**src/rtl/signature_test_sequencer.sv**
```systemverilog
// -----------------------------------------------------------------------------
// signature_test_sequencer
//
// Purpose
//   Runs the CME341 processor signature test in hardware. A run consists of
//   NUM_EPOCHS epochs of EPOCH_LEN cycles each. Every epoch:
//     - drives a fixed reset pattern into the processor (RST_SEQ),
//     - lets an 8-bit stimulus counter run (its top nibble feeds i_pins),
//     - folds the processor observation byte into a 16-bit rotate-add
//       signature accumulator,
//     - captures one signature at epoch cycle CAPTURE_AT.
//
// Parameters
//   EPOCH_LEN   cycles per epoch (must be >= CAPTURE_AT + 2)
//   CAPTURE_AT  epoch cycle index at which the accumulator is captured
//   NUM_EPOCHS  epochs per run (1..4)
//   ALT_EPOCH   first epoch index that uses seed_b instead of seed_a
//
// Ports
//   clk        in   1   system clock
//   reset      in   1   synchronous, active-high reset
//   start      in   1   one-cycle pulse; starts a run from IDLE or DONE
//   seed_a     in   8   seed for epochs below ALT_EPOCH
//   seed_b     in   8   seed for epochs at or above ALT_EPOCH
//   obs_data   in   8   XOR-reduced processor observation byte
//   dut_reset  out  1   reset driven into the processor
//   stimulus   out  8   stimulus counter ([7:4] drive processor i_pins)
//   seed       out  8   seed latched for the current epoch
//   sig_data   out  16  last captured signature
//   sig_epoch  out  2   epoch index that produced sig_data
//   sig_valid  out  1   one-cycle pulse when sig_data updates
//   busy       out  1   high in RST_SEQ or RUN
//   done       out  1   high in DONE
// -----------------------------------------------------------------------------
module signature_test_sequencer #(
  parameter int EPOCH_LEN  = 320,
  parameter int CAPTURE_AT = 310,
  parameter int NUM_EPOCHS = 3,
  parameter int ALT_EPOCH  = 2
) (
  input  logic        clk,
  input  logic        reset,
  input  logic        start,
  input  logic [7:0]  seed_a,
  input  logic [7:0]  seed_b,
  input  logic [7:0]  obs_data,
  output logic        dut_reset,
  output logic [7:0]  stimulus,
  output logic [7:0]  seed,
  output logic [15:0] sig_data,
  output logic [1:0]  sig_epoch,
  output logic        sig_valid,
  output logic        busy,
  output logic        done
);

  // Epoch cycle counter wide enough to hold EPOCH_LEN-1.
  localparam int ECNT_W = (EPOCH_LEN > 2) ? $clog2(EPOCH_LEN) : 2;

  localparam logic [ECNT_W-1:0] ECNT_ONE     = ECNT_W'(1);
  localparam logic [ECNT_W-1:0] ECNT_REL_LO  = ECNT_W'(6);   // first cycle with processor reset released
  localparam logic [ECNT_W-1:0] ECNT_RST_END = ECNT_W'(9);   // last RST_SEQ cycle, reset re-asserted
  localparam logic [ECNT_W-1:0] ECNT_CAP     = ECNT_W'(CAPTURE_AT);
  localparam logic [ECNT_W-1:0] ECNT_LAST    = ECNT_W'(EPOCH_LEN - 1);
  localparam logic [1:0]        EPOCH_LAST   = 2'(NUM_EPOCHS - 1);

  typedef enum logic [1:0] {
    S_IDLE    = 2'd0,
    S_RST_SEQ = 2'd1,
    S_RUN     = 2'd2,
    S_DONE    = 2'd3
  } state_t;

  // ---------------------------------------------------------------------------
  // Registers
  // ---------------------------------------------------------------------------
  state_t              state_q,     state_d;
  logic [ECNT_W-1:0]   ecnt_q,      ecnt_d;
  logic [1:0]          epoch_q,     epoch_d;
  logic [7:0]          seed_q,      seed_d;
  logic [7:0]          stim_q,      stim_d;
  logic [15:0]         acc_q,       acc_d;
  logic [15:0]         sig_data_q,  sig_data_d;
  logic [1:0]          sig_epoch_q, sig_epoch_d;
  logic                sig_valid_q, sig_valid_d;

  // Control/datapath intermediates
  logic                epoch_entry;   // entering RST_SEQ for a new epoch this cycle
  logic                dut_reset_c;   // processor reset for the current cycle
  logic                capture;
  logic [7:0]          scr;
  logic [7:0]          add;

  // ---------------------------------------------------------------------------
  // Control FSM: state, epoch cycle counter, epoch index
  // ---------------------------------------------------------------------------
  always_comb begin
    state_d     = state_q;
    ecnt_d      = ecnt_q;
    epoch_d     = epoch_q;
    epoch_entry = 1'b0;
    dut_reset_c = 1'b1;

    case (state_q)
      S_IDLE, S_DONE: begin
        // Processor is held in reset while the sequencer is parked.
        dut_reset_c = 1'b1;
        if (start) begin
          state_d     = S_RST_SEQ;
          ecnt_d      = '0;
          epoch_d     = 2'd0;
          epoch_entry = 1'b1;
        end
      end

      S_RST_SEQ: begin
        // Reset pattern over ecnt 0..9: high 0-5, low 6-8, high again at 9.
        // The short release lets the processor step a few cycles, and the
        // final re-assert gives every epoch an identical starting point.
        dut_reset_c = (ecnt_q < ECNT_REL_LO) || (ecnt_q == ECNT_RST_END);
        ecnt_d      = ecnt_q + ECNT_ONE;
        if (ecnt_q == ECNT_RST_END) begin
          state_d = S_RUN;
        end
      end

      S_RUN: begin
        dut_reset_c = 1'b0;
        if (ecnt_q == ECNT_LAST) begin
          if (epoch_q == EPOCH_LAST) begin
            state_d = S_DONE;
          end else begin
            state_d     = S_RST_SEQ;
            ecnt_d      = '0;
            epoch_d     = epoch_q + 2'd1;
            epoch_entry = 1'b1;
          end
        end else begin
          ecnt_d = ecnt_q + ECNT_ONE;
        end
      end

      default: begin
        state_d = S_IDLE;
      end
    endcase
  end

  // ---------------------------------------------------------------------------
  // Seed, stimulus counter, signature accumulator and capture
  // ---------------------------------------------------------------------------
  always_comb begin
    // The seed is sampled only when an epoch begins, so host-side seed edits
    // during an epoch cannot corrupt that epoch's signature.
    seed_d = seed_q;
    if (epoch_entry) begin
      seed_d = (int'(epoch_d) >= ALT_EPOCH) ? seed_b : seed_a;
    end

    scr    = seed_q ^ obs_data;
    add    = acc_q[7:0] + scr;   // carry intentionally dropped
    stim_d = stim_q;
    acc_d  = acc_q;

    if (dut_reset_c) begin
      stim_d = 8'h00;
      acc_d  = 16'h0000;
    end else if (stim_q != 8'hFF) begin
      // The stimulus counter saturates at FF; once it does, the accumulator
      // freezes too, so the captured signature is independent of how long
      // the epoch runs after saturation.
      stim_d = stim_q + 8'd1;
      acc_d  = {acc_q[14:8], add, acc_q[15]};
    end

    // Capture takes the accumulator as it stands during cycle CAPTURE_AT; the
    // registered sig_valid then lines up with the new sig_data.
    capture     = (state_q == S_RUN) && (ecnt_q == ECNT_CAP);
    sig_valid_d = capture;
    sig_data_d  = sig_data_q;
    sig_epoch_d = sig_epoch_q;
    if (capture) begin
      sig_data_d  = acc_q;
      sig_epoch_d = epoch_q;
    end
  end

  // ---------------------------------------------------------------------------
  // State registers
  // ---------------------------------------------------------------------------
  always_ff @(posedge clk) begin
    if (reset) begin
      state_q     <= S_IDLE;
      ecnt_q      <= '0;
      epoch_q     <= 2'd0;
      seed_q      <= seed_a;
      stim_q      <= 8'h00;
      acc_q       <= 16'h0000;
      sig_data_q  <= 16'h0000;
      sig_epoch_q <= 2'd0;
      sig_valid_q <= 1'b0;
    end else begin
      state_q     <= state_d;
      ecnt_q      <= ecnt_d;
      epoch_q     <= epoch_d;
      seed_q      <= seed_d;
      stim_q      <= stim_d;
      acc_q       <= acc_d;
      sig_data_q  <= sig_data_d;
      sig_epoch_q <= sig_epoch_d;
      sig_valid_q <= sig_valid_d;
    end
  end

  // ---------------------------------------------------------------------------
  // Outputs
  // ---------------------------------------------------------------------------
  // dut_reset is decoded from registered state/counter only, so it changes
  // exactly once per clock right after the edge.
  assign dut_reset = dut_reset_c;
  assign stimulus  = stim_q;
  assign seed      = seed_q;
  assign sig_data  = sig_data_q;
  assign sig_epoch = sig_epoch_q;
  assign sig_valid = sig_valid_q;
  assign busy      = (state_q == S_RST_SEQ) || (state_q == S_RUN);
  assign done      = (state_q == S_DONE);

  // ---------------------------------------------------------------------------
  // Sanity checks
  // ---------------------------------------------------------------------------
  always_ff @(posedge clk) begin
    if (!reset) begin
      // A capture on the final epoch cycle would collide with the epoch
      // transition, so the capture point must leave at least one cycle spare.
      assert (CAPTURE_AT + 2 <= EPOCH_LEN)
        else $error("CAPTURE_AT must be at most EPOCH_LEN-2");
      assert (int'(epoch_q) <= NUM_EPOCHS - 1)
        else $error("epoch index exceeded NUM_EPOCHS-1");
    end
  end

endmodule

```
**config.mk**
```make
export PLATFORM = sky130hd
export DESIGN_NAME = signature_test_sequencer
export DESIGN_NICKNAME = d
export VERILOG_FILES = /design/src/rtl/signature_test_sequencer.sv
export SDC_FILE = /design/constraint.sdc
export NUM_CORES = 1
export LEC_CHECK = 0
export CAP_MARGIN = 20
export CELL_PAD_IN_SITES_DETAIL_PLACEMENT = 1
export CELL_PAD_IN_SITES_GLOBAL_PLACEMENT = 1
export CORE_ASPECT_RATIO = 0.75
export CORE_MARGIN = 2
export CORE_UTILIZATION = 39
export DETAILED_ROUTE_END_ITERATION = 12
export PLACE_DENSITY_LB_ADDON = 0.12
export SYNTH_ARGS = -nofsm -noshare
export SYNTH_HDL_FRONTEND = slang
export SYNTH_SLANG_ARGS = --single-unit
```
**constraint.sdc**
```tcl
create_clock -name clk -period 2.7 [get_ports clk]
set_clock_uncertainty 0.05 [all_clocks]
set_input_delay 0.54 -clock clk [delete_from_list [all_inputs] [get_ports clk]]
set_output_delay 0.54 -clock clk [all_outputs]
set_load 0.02 [all_outputs]
```
### Yosys cells after proc, flatten, opt, wreduce, memory -nomap -nowiden

Index checks and enable logic that the tools add are counted.

* register bits: 64
* bits of input ports: 27
* output and inout port bits: 38
* word-level logic and storage cells: 58

* add/sub/neg operators: 4
* order comparisons: 2
* equal/unequal tests: 12
* multiplexer cells: 21
* bitwise operators: 1
* reduce and logical (&&, ||, !) cells: 9

Operators with widths (number)
* 9-bit two-way mux: 3
* 9-bit one-hot mux with 3 select lines: 1
* 8-bit two-way mux: 3
* 9-bit equality test, second input constant: 2
* 2-bit two-way mux: 7
* 9-bit by 1-bit adder with 9-bit output, second input constant: 1
* 9-bit by 4-bit equality test with 1-bit output, second input constant: 1
* 9-bit by 3-bit less-than comparator with 1-bit output, second input constant: 1
* 8-bit by 1-bit adder with 8-bit output, second input constant: 1
* 8-bit adder: 1
* 8-bit != test, second input constant: 1
* 8-bit XOR: 1
* 2-bit equality test, second input constant: 3
* 2-bit != test, second input constant: 3
* 2-bit one-hot mux with 3 select lines: 1
* 2-bit one-hot mux with 2 select lines: 1
* 2-bit OR reduction: 2
* 1-bit two-way mux: 3
* 3-bit != test, second input constant: 1
* 1-bit one-hot mux with 3 select lines: 1
* 3-bit AND reduction: 1
* 2-bit by 1-bit adder with 2-bit output, second input constant: 1
* 2-bit by 1-bit equality test with 1-bit output, second input constant: 1
* 2-bit >= comparator, second input constant: 1
* 6 further kinds: 7

### Longest topological paths before layout

Gate-level depths: netlist of the first run.

* word-level depth: 8
* depth in mapped cells: 10
* mapped depth without buffers: 9

### Worst setup path before layout of the first run

No wires, ideal clock.

* path type: register to register
* from: reg ecnt_q[0]
* to: reg seed_q[0] (netlist: seed[0]) (enable)
* setup time: 0.375 ns
* arrival time: 1.805 ns
* required time: 2.275 ns
* path slack: 0.470 ns
* cell stages (with the launch flop): 6
* buffers on the path: 0
* period minus slack after synthesis: 2.230 ns
* cell sequence: dfxtp_1 ha_1 nand3_2 or3_1 o31a_1 o21bai_1

* cells in the longest elaborated chain, start to end: 4

RTL lines
* start, declared: line 78 `logic [ECNT_W-1:0] ecnt_q, ecnt_d;`
* start signal, assigned: line 204 `ecnt_q <= ecnt_d;`
* 9-bit equality test: line 129 `if (ecnt_q == ECNT_LAST) begin`
* 1-bit two-way mux: line 129
* 1-bit one-hot mux with 2 select lines: line 104 `case (state_q)`
* 2-bit nonzero test (no line)
* end signal, assigned: line 196 `seed_q <= seed_a;`
* end signal, assigned: line 206 `seed_q <= seed_d;`
* end, declared: line 80 `logic [7:0] seed_q, seed_d;`

Every way passes these cells.
A chain may end at the register's enable or synchronous reset.

### Final worst setup path of the first run

* from: reg state_q[0]
* to: out busy

* cells in the longest elaborated chain, start to end: 2
* elaborated cells between the ends (all ways): 3
* classes of those cells: 2 x eq/ne; 1 x reduce/logical

RTL lines
* start, declared: line 77 `state_t state_q, state_d;`
* start signal, assigned: line 203 `state_q <= state_d;`
* 2-bit by 1-bit equality test with 1-bit output / 2-bit equality test (equally long branches): line 226 `assign busy = (state_q == S_RST_SEQ) || (state_q == S_RUN);`
* 1-bit logical OR *: line 226
* end, declared: line 53 `output logic busy,`

Mark *: on every way between the ends. The rest lies on a longest branch, timed or not.

==> impl_metrics.env, run 1 <==
export IMPL_syn_nets=401
export IMPL_cts_htree_levels=3
export IMPL_ir_worst_vdd_uv=274
export IMPL_core_area_um2=7990
export IMPL_hold_class="register to register"
export IMPL_wirelength_um=8480
export IMPL_diodes=0
export IMPL_rsz0062_at_grt="no"
export IMPL_syn_instance_count=356
export IMPL_cp_end_kind="primary output"
export IMPL_start_util=0.406
export IMPL_ys_seq_area_frac=0.420
export IMPL_synthArstFlopShare=0
export IMPL_yosysMostFrequentCell="dfxtp_1"
export IMPL_maxSlewViolCount=0
export IMPL_power_density_nw_per_um2=530
export IMPL_num_io_pins=65
export IMPL_synth_edff_count=8
export IMPL_cts_tree="built"
export IMPL_grt_pass1_wl_um=14300
export IMPL_switchingPower_w=0.000568
export IMPL_clkLatencyLatePin_ns=0.34
export IMPL_crit_required_ns=2.11
export IMPL_clockBufferDepth=2
export IMPL_fp_dieH_um=83.0
export IMPL_numCtsBuffers=9
export IMPL_crit_type="register to primary output"
export IMPL_drtIter0Drc=94
export IMPL_cp_arrival_ns=1.89
export IMPL_yosys_warnings=0
export IMPL_die_w_um=109
export IMPL_setup_slack_ns=0.221
export IMPL_synth_seq_cells=64
export IMPL_gr_usage_all_layers=0.202
export IMPL_leakagePower_nw=1.64
export IMPL_p_comb_frac=0.158
export IMPL_synth_cell_type_count=51
export IMPL_internal_power_w=0.00166
export IMPL_syn_cell_area_um2=3240
export IMPL_drive_above_1_share=0.0986
export IMPL_clk_pin_slew_ns=0.07
export IMPL_synth_ff_type="dfxtp_1"
export IMPL_pre_cts_ws_ns=-0.0424
export IMPL_yosysTopAreaCell="dfxtp_1"
export IMPL_ctsRootBufferMaster="clkbuf_8"
export IMPL_rows=28
export IMPL_grt_max_degree=25
export IMPL_clock_sinks=64
export IMPL_final_nets=467
export IMPL_worstPathMaxFanout=5
export IMPL_power_share_switching=0.255
export IMPL_instances_no_fill=531
export IMPL_fmax_mhz=403
export IMPL_dr_pass1_iters=4
export IMPL_viasPerCell=5.24
export IMPL_gr_total_overflow=0
export IMPL_tightestPinTransition_ns=0.899
export IMPL_n_fill_cell=935
export IMPL_portBuffers=64
export IMPL_dpl_hpwl_um=6380
export IMPL_slew_headroom=0.401
export IMPL_setup_viol=0
export IMPL_ant_nets=0
export IMPL_pwr_share_seq=0.456
export IMPL_clockPowerShare=0.386
export IMPL_avgSynthCellArea_um2=9.11
export IMPL_yosys_top_cells_area="dfxtp_1, edfxtp_1, ha_1"
export IMPL_netlist_area_leader_share=0.346
export IMPL_drcViolationCount=0
export IMPL_dieArea_um2=9070
export IMPL_first_global_vias=2859
export IMPL_gp_congestion=0.838
export IMPL_period_share=0.918
export IMPL_dp_cells=516
export IMPL_routedWlPerCell_um=16.0
export IMPL_finalHoldViolations=0
export IMPL_areaGrowthSynthToFinish_pct=29.8
export IMPL_synth_top_cells_by_count="dfxtp_1, nor2_1, nand2_1, a21oi_1, mux2i_1"
export IMPL_antenna_found_initial=0
export IMPL_status="complete, no violations"
export IMPL_startpoint_type="register"
export IMPL_max_cap_violations=0
export IMPL_dr_total_vias=2781
export IMPL_period_needed_ns=2.48
## final cells by class
type / count / area [µm²] / share of cell area
clock buffers: 13 / 170 / 0.0404
well taps: 105 / 131 / 0.0312
repair buffers: 74 / 714 / 0.170
clock inverters: 2 / 36.3 / 0.00862
inverters: 15 / 56.3 / 0.0134
multi-input cells: 258 / 1740 / 0.413
flip-flops and latches: 64 / 1360 / 0.323
## flip-flops by register name, summed over array words and instances, names as in the netlist, named ones only
signal,cells
acc_q,16
sig_data,16
ecnt_q,9
seed,8
stimulus,8
sig_epoch,2
state_q,2
sig_valid,1
## cells in the final DEF (no fill, tap or decap), drive strengths merged, types with 4 or more instances in the layout
cell type	instances
a21oi	28
clkbuf	13
nor3b	4
clkdlybuf4s50	63
buf	10
nand4	5
o21ai	13
nand2	33
nor2	43
dfxtp	56
xor2	12
o21a	5
mux2i	18
edfxtp	8
nand2b	6
and3	5
inv	16
ha	17
a31oi	4
nor2b	4
nand3	12
mux2	9
## per-layer routing
metal | track usage | share of wire | wire, µm
met5 | 0 | 0 | 0
met1 | 0.284 | 0.49 | 4160
met2 | 0.300 | 0.43 | 3680
met4 | 0.0449 | 0.0093 | 79
met3 | 0.0691 | 0.066 | 556
## logic make-up after synthesis
logic type / count (synthesis) / synth area share
multiplexers: 27 / 0.0868
AND/OR/NAND/NOR: 129 / 0.202
buffers and inverters: 34 / 0.0436
adder cells (fa/ha/maj): 18 / 0.0718
flip-flops: 64 / 0.420
AO/OA/AOI/OAI: 69 / 0.136
XOR/XNOR: 15 / 0.0405
## timing repair
item | CTS | global route
hold buffers | 0 | 0
gates resized for setup | 1 | 0
buffers inserted | 0 | 0
endpoints found under the setup margin | 1 | 0
## power by group through the flow
stage | logic [W] | registers [W] | clock network [W]
finish | 0.000353 | 0.00102 | 0.000860
global route | 0.000393 | 0.00102 | 0.000934
CTS | 0.000356 | 0.00102 | 0.000886
detailed placement | 0.000355 | 0.00104 | 0
global placement | 0.000349 | 0.00104 | 0
floorplan | 0.000207 | 0.00105 | 0
## path summary, 6_finish.rpt
| path | slack (ns) | cells after the start | endpoint | from |
|---|---|---|---|---|
| max | 0.22 | 4 | busy | state_q[0] |
| min | 0.42 | 2 | acc_q[15] | acc_q[15] |
| max reg2reg | 0.31 | 6 | seed[6] | ecnt_q[0] |
| min reg2reg | 0.42 | 2 | acc_q[15] | acc_q[15] |
## stage by stage
step	power, W	TNS (ns)	util	area, µm²	hold WS [ns]
after floorplan	0.00126	0	-	3240	0.394
after global placement	0.00139	0	0.501	4010	0.409
final	0.00223	0	0.527	4210	0.420
after CTS	0.00226	0	0.527	4210	0.424
after global routing	0.00235	0	0.527	4210	0.448
after detailed placement	0.00139	-0.0424	0.501	4010	0.416
## worst max-delay path, stage by stage (launching register included)
cell and delay [ns]:
dfxtp_1 0.40, inv_1 0.08, ha_1 0.35, inv_1 0.11
clkdlybuf4s50_1 0.61
Power figures use the tool's default switching activity.
==> run 2: changes to the inputs <==
--- a/config.mk
+++ b/config.mk
@@ -10,7 +10,7 @@
 export CELL_PAD_IN_SITES_GLOBAL_PLACEMENT = 1
 export CORE_ASPECT_RATIO = 0.75
 export CORE_MARGIN = 2
-export CORE_UTILIZATION = 39
+export CORE_UTILIZATION = 42
 export DETAILED_ROUTE_END_ITERATION = 12
 export PLACE_DENSITY_LB_ADDON = 0.12
 export SYNTH_ARGS = -nofsm -noshare
==> constraint.sdc (replaced) <==
create_clock -name clk -period 3.1 [get_ports clk]
set_clock_uncertainty 0.05 [all_clocks]
set_input_delay 0.62 -clock clk [delete_from_list [all_inputs] [get_ports clk]]
set_output_delay 0.62 -clock clk [all_outputs]
set_load 0.02 [all_outputs]
==> impl_metrics.env, run 2 (same netlist as run 1, synthesis figures left out) <==
export IMPL_status="complete, no violations"
export IMPL_power_density_nw_per_um2=467
export IMPL_clockBufferDepth=2
export IMPL_post_cts_resized=0
export IMPL_drtIter0Drc=134
export IMPL_gp_congestion=0.856
export IMPL_cts_tree="built"
export IMPL_max_cap_violations=0
export IMPL_die_w_um=105
export IMPL_fp_dieH_um=80.1
export IMPL_num_io_pins=65
export IMPL_hold_class="register to register"
export IMPL_dr_pass1_iters=4
export IMPL_crit_type="register to primary output"
export IMPL_period_share=0.920
export IMPL_grt_max_degree=25
export IMPL_numCtsBuffers=9
export IMPL_slew_headroom=0.598
export IMPL_worstPathMaxFanout=6
export IMPL_clock_sinks=64
export IMPL_gr_total_overflow=0
export IMPL_tightestPinTransition_ns=0.598
export IMPL_core_area_um2=7400
export IMPL_leakagePower_nw=1.63
export IMPL_post_cts_buffers=0
export IMPL_hold_slack_ns=0.418
export IMPL_cp_end_kind="primary output"
export IMPL_startpoint_type="register"
export IMPL_drcViolationCount=0
export IMPL_slowest_delay_ns=0.61
export IMPL_ctsRootBufferMaster="clkbuf_8"
export IMPL_critPathSlowestCell="clkdlybuf4s50_1"
export IMPL_ant_nets=0
export IMPL_routedWlPerCell_um=16.0
export IMPL_worst_path_dominant_cell_family="simple AND/OR/NAND/NOR gates"
export IMPL_cts_htree_levels=3
export IMPL_setup_viol=0
export IMPL_cp_arrival_ns=2.18
export IMPL_gr_usage_all_layers=0.214
export IMPL_diodes=0
export IMPL_rows=27
export IMPL_clkLatencyLatePin_ns=0.34
export IMPL_cts_hold_buf=0
export IMPL_first_global_vias=2792
export IMPL_path_buf_inv=1
export IMPL_worstPathCellList="or4_4, nor2_2, a41o_1, clkdlybuf4s50_1"
export IMPL_wirelength_um=8390
export IMPL_final_common_cell="clkdlybuf4s50_1"
export IMPL_rsz0062_at_grt="no"
export IMPL_final_nets=463
export IMPL_dieArea_um2=8450
export IMPL_fmax_mhz=351
export IMPL_areaGrowthSynthToFinish_pct=29.6
export IMPL_finalHoldViolations=0
export IMPL_maxSlewViolCount=0
export IMPL_portBuffers=64
export IMPL_dr_total_vias=2752
export IMPL_antenna_found_initial=0
export IMPL_clk_pin_slew_ns=0.08
export IMPL_multi_input_area_um2=1740
export IMPL_final_seq_area_um2=1360
export IMPL_final_cell_mix="clkdlybuf4s50_1, dfxtp_1, nor2_1, nand2_1, a21oi_1"
export IMPL_n_fill_cell=844
export IMPL_viasPerCell=5.25
export IMPL_period_needed_ns=2.85
export IMPL_ir_worst_vdd_uv=313
export IMPL_crit_required_ns=2.43
export IMPL_dpl_hpwl_um=6280
export IMPL_drive_above_1_share=0.0969
export IMPL_start_util=0.438
export IMPL_grt_pass1_wl_um=14100
export IMPL_finalSetupTns_ns=0
==> run 2: changes by cell type in the layout (fill, tap and decap cells not counted), sizes merged <==
cell / previous run / this run
clkinvlp: 0 / 1
dlygate4sd2: 1 / 0
inv: 16 / 17
clkinv: 0 / 2
buf: 10 / 6
clkdlybuf4s50: 63 / 64
clkbuf: 13 / 10
==> run 2: where the power goes <==
group / total [W] / switching, W / internal [W]
clock: 0.000771 / 0.000350 / 0.000421
sequential: 0.000886 / 0.0000219 / 0.000864
combinational: 0.000308 / 0.000162 / 0.000145
total: 0.00196 / 0.000534 / 0.00143
==> run 2: final cells by class <==
type	count	share of cell area
Tap cell	101	0.0301
Inverter	15	0.0134
Timing Repair Buffer	70	0.168
Multi-Input combinational cell	258	0.414
Clock buffer	10	0.0354
Sequential cell	64	0.324
Clock inverter	6	0.0152
==> run 2: worst register-to-register path, delay by kind of cell, from the launching register on <==
kind / cells / cell delay [ns]
muxes: 1 / 0.39
DFF: 1 / 0.43
adders and majority gates: 1 / 0.27
AOI/OAI and AO/OA: 1 / 0.37
and+or+nand+nor: 3 / 0.80
==> run 2: worst paths after layout <==
path	endpoint	startpoint	depth (start not counted)	slack [ns]
max reg2reg	seed[6]	ecnt_q[1]	6	0.53
min	acc_q[10]	acc_q[10]	2	0.42
max	dut_reset	ecnt_q[7]	4	0.25
min reg2reg	acc_q[10]	acc_q[10]	2	0.42
==> run 2: routing by layer <==
metal,track usage,share of wire,vias up
met2,0.339,0.45,58
met4,0.0640,0.012,0
met1,0.288,0.50,1317
li1,-,-,1367
met3,0.0544,0.045,10
met5,0,0,-
==> run 2: metrics by stage <==
stage	power, W	setup WS, ns	cell area, µm²	utilization	std cells
floorplan	0.00109	0.870	3240	-	356
global placement	0.00120	0.438	3960	0.536	507
detailed placement	0.00121	0.356	3960	0.536	507
CTS	0.00199	0.259	4180	0.564	523
global route	0.00206	0.169	4200	0.568	524
finish	0.00196	0.248	4200	0.568	524
==> run 3: changes to the inputs <==
--- a/config.mk
+++ b/config.mk
@@ -13,6 +13,7 @@
 export CORE_UTILIZATION = 42
 export DETAILED_ROUTE_END_ITERATION = 12
 export PLACE_DENSITY_LB_ADDON = 0.12
+export RECOVER_POWER = 50
 export SYNTH_ARGS = -nofsm -noshare
 export SYNTH_HDL_FRONTEND = slang
 export SYNTH_SLANG_ARGS = --single-unit
==> impl_metrics.env, run 3 (same netlist as run 1, synthesis figures left out) <==
export IMPL_internal_power_w=0.00143
export IMPL_finalHoldViolations=0
export IMPL_clockPowerShare=0.393
export IMPL_wirelength_um=8380
export IMPL_fmax_mhz=343
export IMPL_r2r_start="ecnt_q[0]"
export IMPL_clockBufferDepth=2
export IMPL_crit_required_ns=2.43
export IMPL_ir_worst_vdd_uv=311
export IMPL_critPathSlowestCell="clkdlybuf4s50_1"
export IMPL_power_density_nw_per_um2=468
export IMPL_worstPathCellList="or4_1, nor2_1, a41o_1, clkdlybuf4s50_1"
export IMPL_hold_class="register to register"
export IMPL_dr_total_vias=2744
export IMPL_post_cts_resized=0
export IMPL_final_cell_mix="dfxtp_1, nor2_1, nand2_1, clkdlybuf4s50_1, dlygate4sd3_1"
export IMPL_cts_htree_levels=3
export IMPL_worstPathMaxFanout=6
export IMPL_slowest_delay_ns=0.61
export IMPL_pre_cts_ws_ns=0.356
export IMPL_areaGrowthSynthToFinish_pct=29.0
export IMPL_viasPerCell=5.24
export IMPL_power_share_switching=0.272
export IMPL_diodes=0
export IMPL_r2r_slack_ns=0.47
export IMPL_reg2reg_to="seed[6]"
export IMPL_routedWlPerCell_um=16.0
export IMPL_dp_cells=507
export IMPL_startpoint_type="register"
export IMPL_num_io_pins=65
export IMPL_die_w_um=105
export IMPL_antenna_found_initial=0
export IMPL_slew_headroom=0.243
export IMPL_cp_arrival_ns=2.24
export IMPL_ctsRootBufferMaster="clkbuf_8"
export IMPL_hold_slack_ns=0.419
export IMPL_tightestPinTransition_ns=1.14
export IMPL_instances_no_fill=524
export IMPL_p_comb_frac=0.154
export IMPL_gp_congestion=0.856
export IMPL_period_needed_ns=2.91
export IMPL_dpl_cell_area_um2=3960
export IMPL_fin_area_um2=4180
export IMPL_max_cap_violations=0
export IMPL_drtIter0Drc=127
export IMPL_start_util=0.438
export IMPL_setup_viol=0
export IMPL_finalSetupTns_ns=0
export IMPL_dpl_hpwl_um=6280
export IMPL_post_cts_buffers=0
export IMPL_worst_path_dominant_cell_family="simple AND/OR/NAND/NOR gates"
export IMPL_fp_dieH_um=80.1
export IMPL_dr_pass1_iters=4
export IMPL_switchingPower_w=0.000532
export IMPL_clkLatencyLatePin_ns=0.34
export IMPL_pwr_share_seq=0.452
export IMPL_rows=27
export IMPL_final_nets=463
export IMPL_drcViolationCount=0
export IMPL_maxSlewViolCount=0
export IMPL_crit_path_end="dut_reset"
export IMPL_first_global_vias=2792
export IMPL_crit_path_start="ecnt_q[7]"
export IMPL_core_area_um2=7400
export IMPL_reg2reg_depth=6
export IMPL_status="complete, no violations"
export IMPL_dieArea_um2=8450
export IMPL_clk_pin_slew_ns=0.08
export IMPL_crit_type="register to primary output"
export IMPL_grt_pass1_wl_um=14100
export IMPL_cp_end_kind="primary output"
export IMPL_path_buf_inv=1
export IMPL_path_depth=4
export IMPL_ant_nets=0
export IMPL_portBuffers=64
export IMPL_final_common_cell="dfxtp_1"
export IMPL_setup_slack_ns=0.189
export IMPL_grt_max_degree=25
export IMPL_worstHoldStart="acc_q[10]"
export IMPL_rsz0062_at_grt="no"
export IMPL_period_share=0.939
export IMPL_clock_sinks=64
export IMPL_leakagePower_nw=1.71
export IMPL_drive_above_1_share=0.0851
export IMPL_gr_total_overflow=0
export IMPL_cts_hold_buf=0
export IMPL_cts_tree="built"
export IMPL_n_fill_cell=848
export IMPL_numCtsBuffers=9
export IMPL_gr_usage_all_layers=0.214
-- run 3: changes by cell type in the layout (fill, tap and decap cells not counted), sizes merged --
| cell | before | now |
|---|---|---|
| clkbuf | 10 | 11 |
| buf | 6 | 5 |
| clkdlybuf4s50 | 64 | 32 |
| dlygate4sd3 | 0 | 32 |
-- run 3: worst min-delay path by stage --
| stage | to | slack, ns | depth (start not counted) |
|---|---|---|---|
| floorplan | acc_q[10] | 0.39 | 2 |
| global placement | acc_q[10] | 0.41 | 2 |
| detailed placement | acc_q[10] | 0.42 | 2 |
| CTS | acc_q[10] | 0.42 | 2 |
| global route | acc_q[12] | 0.45 | 2 |
| finish | acc_q[10] | 0.42 | 2 |
-- run 3: power by group through the flow --
stage / registers [W] / logic, W / clock network [W]
floorplan: 0.000914 / 0.000181 / 0
global placement: 0.000904 / 0.000299 / 0
global route: 0.000890 / 0.000336 / 0.000826
CTS: 0.000886 / 0.000310 / 0.000791
detailed placement: 0.000906 / 0.000308 / 0
finish: 0.000885 / 0.000302 / 0.000770
-- run 3: worst register-to-register path: stages (launching register included) --
cell     delay, ns
dfxtp_1       0.43
ha_1          0.25
nand3_1       0.21
nor4_4        0.51
nand3_2       0.16
a21oi_4       0.38
mux2_2        0.39
-- run 3: final cells by class --
type,count,area (µm²),share of cell area
repair buffers,70,702,0.168
clock inverters,6,63.8,0.0153
multi-input cells,258,1730,0.412
clock buffers,10,149,0.0356
well taps,101,126,0.0302
inverters,15,56.3,0.0135
flip-flops and latches,64,1360,0.325
-- run 3: routing by layer --
metal | part of all wire | global-route usage | vias up | wire [µm]
met4 | 0.012 | 0.0640 | 0 | 101
met1 | 0.50 | 0.288 | 1315 | 4230
li1 | - | - | 1369 | -
met3 | 0.039 | 0.0544 | 10 | 330
met2 | 0.44 | 0.339 | 50 | 3720
met5 | 0 | 0 | - | 0
-- run 3: stage by stage --
step                utilization  total power, W
floorplan                     -         0.00109
global placement          0.536         0.00120
detailed placement        0.536         0.00121
CTS                       0.564         0.00199
global route              0.566         0.00205
finish                    0.566         0.00196
